### config.mk
export PLATFORM = sky130hd
export DESIGN_NAME = temp_regulator_flat
export DESIGN_NICKNAME = d
export VERILOG_FILES = /design/src/rtl/temp_regulator_if.sv /design/src/rtl/temp_regulator.sv /design/src/flat_wrapper.sv
export SDC_FILE = /design/constraint.sdc
export NUM_CORES = 1
export LEC_CHECK = 0
export CELL_PAD_IN_SITES_DETAIL_PLACEMENT = 0
export CELL_PAD_IN_SITES_GLOBAL_PLACEMENT = 1
export CORE_MARGIN = 3
export CORE_UTILIZATION = 49
export DETAILED_ROUTE_END_ITERATION = 7
export DONT_BUFFER_PORTS = 1
export PLACE_DENSITY = 0.82
export SYNTH_ARGS = -nofsm -noshare
export SYNTH_HDL_FRONTEND = slang
export SYNTH_SLANG_ARGS = --single-unit
### constraint.sdc
create_clock -name clk -period 3.2 [get_ports clk]
set_input_delay 0.96 -clock clk [delete_from_list [all_inputs] [get_ports clk]]
set_output_delay 0.96 -clock clk [all_outputs]
set_load 0.02 [all_outputs]
### src/rtl/temp_regulator_if.sv
// temp_regulator_if: control inputs and actuator/status outputs of the regulator
interface temp_regulator_if;
  logic       on_off;
  logic [8:0] set_temp;
  logic [8:0] cur_temp;
  logic       heat;
  logic       cool;
  logic [1:0] state;
  logic       at_target;
  modport master(output on_off, set_temp, cur_temp, input heat, cool, state, at_target);
  modport slave(input on_off, set_temp, cur_temp, output heat, cool, state, at_target);
endinterface

### src/rtl/temp_regulator.sv
// temp_regulator: tick-paced hysteresis thermostat with minimum actuator run time
module temp_regulator #(
  parameter int TICK_DIV = 100000000,
  parameter int HYST     = 5,
  parameter int MIN_RUN  = 3
) (
  input logic             clk,
  input logic             rst,
  temp_regulator_if.slave bus
);
  localparam int CW = TICK_DIV > 1 ? $clog2(TICK_DIV) : 1;
  localparam int RW = $clog2(MIN_RUN + 1);
  typedef enum logic [1:0] {OFF = 2'd0, IDLE = 2'd1, HEAT = 2'd2, COOL = 2'd3} st_e;
  st_e st, nxt;
  logic [CW-1:0] cnt;
  logic [RW-1:0] run, run_nxt;
  logic [9:0] cur, set, hyst;
  logic tick, band, run_done, at_nxt;
  // widen to 10 bits so setpoint/measurement plus band never wraps
  assign cur = {1'b0, bus.cur_temp};
  assign set = {1'b0, bus.set_temp};
  assign hyst = 10'(HYST);
  assign tick = cnt == CW'(TICK_DIV - 1);
  assign band = (cur + hyst >= set) && (cur <= set + hyst);
  assign run_done = run >= RW'(MIN_RUN - 1);
  assign bus.state = st;
  always_comb begin
    nxt = st;
    run_nxt = '0;
    at_nxt = bus.at_target;
    nxt = !bus.on_off ? OFF :
          st == OFF   ? IDLE :
          !tick       ? st :
          st == IDLE  ? (cur + hyst < set ? HEAT : cur > set + hyst ? COOL : IDLE) :
          st == HEAT  ? (cur >= set && run_done ? IDLE : HEAT) :
                        (cur <= set && run_done ? IDLE : COOL);
    run_nxt = (nxt == st && (st == HEAT || st == COOL)) ?
              (tick && run != RW'(MIN_RUN) ? run + 1'b1 : run) : '0;
    at_nxt = tick ? (nxt == IDLE && band) : (nxt != st && nxt != IDLE) ? 1'b0 : bus.at_target;
  end
  always_ff @(posedge clk or negedge rst) begin
    if (!rst) begin
      cnt <= '0;
      st <= OFF;
      run <= '0;
      bus.heat <= 1'b0;
      bus.cool <= 1'b0;
      bus.at_target <= 1'b0;
    end else begin
      cnt <= tick ? '0 : cnt + 1'b1;
      st <= nxt;
      run <= run_nxt;
      bus.heat <= nxt == HEAT;
      bus.cool <= nxt == COOL;
      bus.at_target <= at_nxt;
    end
  end
endmodule

### src/flat_wrapper.sv
// flat-port wrapper written by rule: the top's interface ports become plain ports
module temp_regulator_flat 
#(
  parameter int TICK_DIV = 100000000,
  parameter int HYST     = 5,
  parameter int MIN_RUN  = 3
)
  (clk, rst, bus_on_off, bus_set_temp, bus_cur_temp, bus_heat, bus_cool, bus_state, bus_at_target);
  temp_regulator_if bus_i ();
  input logic clk;
  input logic rst;
  input wire logic [$bits(bus_i.on_off)-1:0] bus_on_off;
  input wire logic [$bits(bus_i.set_temp)-1:0] bus_set_temp;
  input wire logic [$bits(bus_i.cur_temp)-1:0] bus_cur_temp;
  output wire logic [$bits(bus_i.heat)-1:0] bus_heat;
  output wire logic [$bits(bus_i.cool)-1:0] bus_cool;
  output wire logic [$bits(bus_i.state)-1:0] bus_state;
  output wire logic [$bits(bus_i.at_target)-1:0] bus_at_target;
  assign bus_i.on_off = bus_on_off;
  assign bus_i.set_temp = bus_set_temp;
  assign bus_i.cur_temp = bus_cur_temp;
  assign bus_heat = bus_i.heat;
  assign bus_cool = bus_i.cool;
  assign bus_state = bus_i.state;
  assign bus_at_target = bus_i.at_target;
  temp_regulator #(.TICK_DIV(TICK_DIV), .HYST(HYST), .MIN_RUN(MIN_RUN)) u_core (.clk(clk), .rst(rst), .bus(bus_i));
endmodule
== Yosys cells after proc, flatten, opt, wreduce, memory -nomap -nowiden ==
Index checks and enable logic that the tools add are counted.

* Multiplexer cells: 14
* $add $sub $neg: 4
* Reductions and logical operators: 10
* Order comparisons: 7
* Equal/unequal tests: 12

{| class="wikitable"
|+ Operators by type and width
! operator !! number
|-
| $add 27x1->27 const B || 1
|-
| $eq 27x27->1 const B || 1
|-
| $mux 27 || 1
|-
| $mux 2 || 11
|-
| $add 9x3->10 const B || 2
|-
| $ge 10x9->1 || 1
|-
| $gt 9x10->1 || 1
|-
| $le 9x10->1 || 1
|-
| $lt 10x9->1 || 1
|-
| $ge 9x9->1 || 1
|-
| $le 9x9->1 || 1
|-
| $eq 2x2->1 const B || 4
|-
| $logic_and 1x1->1 || 7
|-
| $eq 2x1->1 const B || 2
|-
| $ne 2x2->1 const B || 2
|-
| $add 2x1->2 const B || 1
|-
| $eq 2x2->1 || 1
|-
| $ge 2x2->1 const B || 1
|-
| $logic_not 2->1 || 1
|-
| $mux 1 || 2
|-
| $ne 2x1->1 const B || 1
|-
| $ne 2x2->1 || 1
|-
| $reduce_bool 2->1 || 1
|-
| $logic_or 1x1->1 || 1
|}

* Word-level logic and storage cells: 53
* Output and inout bits: 5
* Flip-flop bits (word level): 34
* Input bits: 21

== Logic depth before layout (Yosys ltp) ==
Gate-level depths: netlist of run 1.

* Depth in word-level cells: 12
* Mapped depth: 12
* Gate-level depth less buffers: 12

== Worst setup path after synthesis of run 1 ==
Ideal clock, no wire load.

* Path kind: input port to flip-flop
* Start point: input port bus_set_temp[0]
* End point: register u_core.bus.at_target
* Data arrival time: 3.129 ns
* Buffers on the path: 0
* Cell stages on the path: 10
* Setup slack: -0.016 ns
* Path through: ha_1 -> o21ai_0 -> xnor2_1 -> ha_1 -> or4_1 -> a221oi_1 -> o31ai_1 -> o31ai_1 -> o211ai_2 -> a22oi_1

* Longest elaborated chain between the ends: 11
* Elaborated cells between the ends (all ways): 26
* Those cells by class: 1 x add/sub; 6 x order compare; 3 x eq/ne; 10 x mux; 6 x reduce/logical

{| class="wikitable"
|+ Ends and longest elaborated chain
! element !! RTL line !! source
|-
| start, declared || flat_wrapper.sv:13 || <nowiki>input wire logic [$bits(bus_i.set_temp)-1:0] bus_set_temp;</nowiki>
|-
| $add 9x3->10, or another cell as far along || temp_regulator.sv:24, temp_regulator.sv:34 ||
|-
| $gt 9x10->1, or another cell as far along || temp_regulator.sv:34 || <nowiki>st == IDLE ? (cur + hyst < set ? HEAT : cur > set + hyst ? COOL : IDLE) :</nowiki>
|-
| $mux 2 (on tied branches) || temp_regulator.sv:34, temp_regulator.sv:35, temp_regulator.sv:36 ||
|-
| $mux 2 (on tied branches) || temp_regulator.sv:34, temp_regulator.sv:35 ||
|-
| $mux 2 || temp_regulator.sv:34 ||
|-
| $mux 2 || temp_regulator.sv:33 || <nowiki>!tick ? st :</nowiki>
|-
| $mux 2 || temp_regulator.sv:32 || <nowiki>st == OFF ? IDLE :</nowiki>
|-
| $mux 2 || temp_regulator.sv:31 || <nowiki>nxt = !bus.on_off ? OFF :</nowiki>
|-
| $eq 2x1->1, or another cell as far along || temp_regulator.sv:39 || <nowiki>at_nxt = tick ? (nxt == IDLE && band) : (nxt != st && nxt != IDLE) ? 1'b0 : bus.at_target;</nowiki>
|-
| $logic_and 1x1->1 || temp_regulator.sv:39 ||
|-
| $mux 1 / $reduce_bool 2->1 (equally long branches) || -- ||
|-
| end signal, assigned || temp_regulator.sv:55 || <nowiki>bus.at_target <= at_nxt;</nowiki>
|-
| end, declared || temp_regulator_if.sv:11 || <nowiki>modport slave(input on_off, set_temp, cur_temp, output heat, cool, state, at_target);</nowiki>
|}

Parallel ways exist; a longest one is shown, timed or not.
A chain may end at the register's enable or synchronous reset.

== Final worst setup path of run 1 ==
Ends and elaborated chain as after synthesis.

==> results.tsv, run 1 <==
stage	metric	value	unit
finish	layout cell share with drive strength beyond 1	0.127	
sta	fin crit period	3040	ps
power	share of power burned in registers	0.442	
placed_design	worst slack, placed	-155	ps
power	Combinational Power Share	0.149	
logic_synthesis	ys flop type	dfrtp_1	
run_status	outcome	finished clean	
worst_hold_path	worst hold path type	input port to async pin	
critical_path	Crit path top cell by count	ha_1	
logic_synthesis	synth unique cells	50	
critical_path	critical path arrival	3230	ps
sta	unrepaired setup endpoints after global routing	false	
clocking	clock sinks	34	
sta	sum of negative setup slack	0	ps
critical_path	CP max stage cell	or4_1	
route	top layer in use	met4	
sta	Slew Limit Fails	0	
floorplan	core box area	0.00517	mm^2
finish	nets	361	
sta	final hold violations	0	
logic_synthesis	Yosys warnings	0	
route	DRT iter0 DRCs	78	
logic_synthesis	post-synth net total	339	
critical_path	max incr delay on CP	400	ps
sta	Slew headroom	0.603	
floorplan	chip height	79.4	um
power	Psw	225	uW
power	Leak	0.00137	uW
floorplan	die area	0.00630	mm^2
placed_design	DP HPWL	4530	um
logic_synthesis	Post-Syn Area	0.00264	mm^2
floorplan	Die W	79.4	um
route	Post-DRT Antenna Nets	0	
global_route	initial antenna violation count	0	
critical_path	worst reg2reg path depth	8	
logic_synthesis	FFs w/ async S/R, synth	1.00	
logic_synthesis	number of synthesized flops with an enable pin	0	
placed_design	GP Congestion	0.837	
route	Met3 Routed Length	273	um
floorplan	Site Rows	26	
finish	Multi-input gate area	0.00172	mm^2
logic_synthesis	Post-Synth Simple-Gate Area	0.263	
clocking	clk buf depth	2	
finish	Diodes inserted	0	
placed_design	Port Buffers	0	
run	max cap viols	0	
route	Vias/cell	5.57	
power	PwrDens	329	mW/mm^2
sta	Tcrit/Tclk final	0.949	
logic_synthesis	Synth Area in Compound Gates	0.109	
global_route	global route overflow	0	
logic_synthesis	post-synthesis adder-cell area fraction	0.152	
logic_synthesis	synthesized instance count	286	
critical_path	WP depth	11	
sta	Fmax achieved	329	MHz
critical_path	CP cell instances	ha_1, buf_4, o21bai_1, xnor2_1, ha_1, or4_1, a221oi_1, o31ai_1, o31ai_2, o21ai_0, a22oi_1	
clocking	CTS buffer count	5	
power	Peak VDD IR	0.000183	V
critical_path	WS Path Type	input port to flip-flop	
finish	Area Growth Syn to Fin	12.7	%
critical_path	worst-path fanout max	5	
critical_path	CP delay by family, top	compound AO/OA/AOI/OAI gates	
critical_path	CP required	3400	ps
sta	worst slew pin tran	590	ps
logic_synthesis	Post-Syn Area per Cell	9.23	um^2
global_route	first-pass GRT wire length	9940	um
floorplan	Initial Util	0.510	
power	internal power	753	uW
route	met1 WL	2710	um
logic_synthesis	Yosys reg bits	34	
sta	setup violators final	0	
floorplan	# IOs	26	
sta	Hold Worst Slack	370	ps
critical_path	Startpoint Class	input port	
sta	final worst clock skew	5.91	ps
finish	storage element area	851	um^2
clocking	clk slew on worst S/H paths	70	ps
power	Switching Share	0.230	
critical_path	Worst Path Buf+Inv	1	
clocking	CTS tree	built	
route	Pre-antenna DRT Iters	4	
clocking	H-tree levels	2	
logic_synthesis	XOR/XNOR Fraction of Synth Area	0.123	
route	final wirelength	5650	um
logic_synthesis	Seq/Total Area, Yosys	0.322	
global_route	GRT Total Usage	0.197	
route	post-DR wirelength/cell	15.0	um
route	Post-route DRC	0	
critical_path	Worst Setup End Kind	flip-flop	
route	via count	2107	
clocking	clk root buf	clkbuf_8	
global_route	vias in the first global route	2200	
sta	final setup margin	163	ps
finish	filler instances	442	
logic_synthesis	largest family of logic cells by synthesized area	simple AND/OR/NAND/NOR gates	
route	metal2 WL	2630	um
logic_synthesis	mux contribution to synthesized area	0	
clocking	Clock Latency Late Sink	280	ps
global_route	pin count of the biggest net entering global routing	35	
power	clock power share	0.409	
-- flip-flops by register name (all words and copies together) (netlist names) --
register	count
u_core.cnt	27
u_core.bus.heat	1
u_core.bus.state	2
u_core.run	2
u_core.bus.cool	1
u_core.bus.at_target	1
-- cells by family (layout without fill, tap and decap cells) --
group | count (synthesis) | in the layout
and+or+nand+nor | 119 | 119
AOI/OAI and AO/OA | 42 | 42
xor gates and xnor gates | 37 | 37
DFF | 34 | 34
adders and majority gates | 32 | 32
buffers and inverters | 22 | 44
-- layer usage --
layer	global-route usage	up-vias
met4	0.0464	0
met5	0	-
met2	0.329	34
met1	0.259	1005
met3	0.0474	4
li1	-	1064
-- synth_stat cells (3+ instances only) --
cell | instances | share of area
nor4_1 | 4 | 0.0095
nor2_1 | 30 | 0.043
nand4_1 | 7 | 0.017
dfrtp_1 | 34 | 0.32
nand4b_1 | 3 | 0.010
and3_1 | 4 | 0.0095
a21o_1 | 5 | 0.014
nor2b_1 | 3 | 0.0071
xnor2_1 | 23 | 0.076
ha_1 | 32 | 0.15
a211oi_1 | 3 | 0.0085
and4_1 | 5 | 0.017
a21oi_1 | 7 | 0.013
xor2_1 | 14 | 0.046
nand3_1 | 14 | 0.027
nand2_1 | 20 | 0.028
inv_1 | 19 | 0.027
o21ai_0 | 12 | 0.023
nor3_1 | 7 | 0.013
-- worst paths after layout --
path | from | endpoint | slack (ps)
worst min register to register | u_core.cnt[4] | u_core.cnt[4] | 500
worst max register to register | u_core.cnt[0] | u_core.bus.at_target | 570
worst max-delay path | bus_set_temp[0] | u_core.bus.at_target | 160
min in group clk | u_core.cnt[4] | u_core.cnt[4] | 500
worst min-delay path | rst | u_core.run[0] | 370
max in group asynchronous | rst | u_core.cnt[1] | 2740
-- placed cells by master (no fill, tap or decap), drive strengths merged, types with 2 or more instances in the layout --
cell	n
a211oi	3
a21o	5
a21oi	7
a31oi	2
and3	6
and4	6
buf	18
clkbuf	6
dfrtp	34
ha	32
inv	19
nand2	20
nand3	14
nand3b	2
nand4	8
nand4b	3
nor2	30
nor2b	3
nor3	8
nor3b	2
nor4	4
nor4b	3
nor4bb	2
o211ai	2
o21ai	12
o21bai	2
o31ai	2
or3	3
or4	2
xnor2	23
xor2	14
-- power groups by stage --
stage / registers (uW) / logic [uW] / clock network [uW]
2_1_floorplan: 440 / 103 / 0
3_3_place_gp: 440 / 143 / 0
3_5_place_dp: 440 / 145 / 0
4_1_cts: 432 / 146 / 408
5_1_grt: 432 / 169 / 422
6_report: 432 / 146 / 400
-- cell type report --
cell class              count  share of cell area
clock buffers               6              0.0278
clock inverters             1              0.0101
inverters                  19              0.0240
multi-input cells         230               0.577
flip-flops and latches     34               0.286
well taps                  70              0.0294
repair buffers             18              0.0454
-- metrics by stage --
| stage | cells | instance area (um^2) | power [uW] | util |
|---|---|---|---|---|
| final | 378 | 2970 | 978 | 0.575 |
| after global routing | 378 | 2970 | 1020 | 0.575 |
| after CTS | 378 | 2970 | 986 | 0.574 |
| after global placement | 371 | 2860 | 583 | 0.552 |
| after floorplan | 286 | 2650 | 543 | - |
| after detailed placement | 371 | 2860 | 585 | 0.552 |
-- what timing repair did --
| action | in CTS | in global routing |
|---|---|---|
| buffers inserted | 0 | 0 |
| endpoints found under the hold margin | 0 | 0 |
| hold buffers | 0 | 0 |
| resized for setup | 0 | 3 |
| endpoints found under the setup margin | 0 | 4 |
Note: power is estimated with default switching activity, not from simulation.
==> run 2, diff against run 1 <==
--- a/config.mk
+++ b/config.mk
@@ -9,6 +9,7 @@
 export CELL_PAD_IN_SITES_GLOBAL_PLACEMENT = 1
 export CORE_MARGIN = 3
 export CORE_UTILIZATION = 49
+export CTS_CLUSTER_DIAMETER = 40
 export DETAILED_ROUTE_END_ITERATION = 7
 export DONT_BUFFER_PORTS = 1
 export PLACE_DENSITY = 0.82
==> results of run 2 <==
Final layout, timing and power as in run 1 (identical DEF).
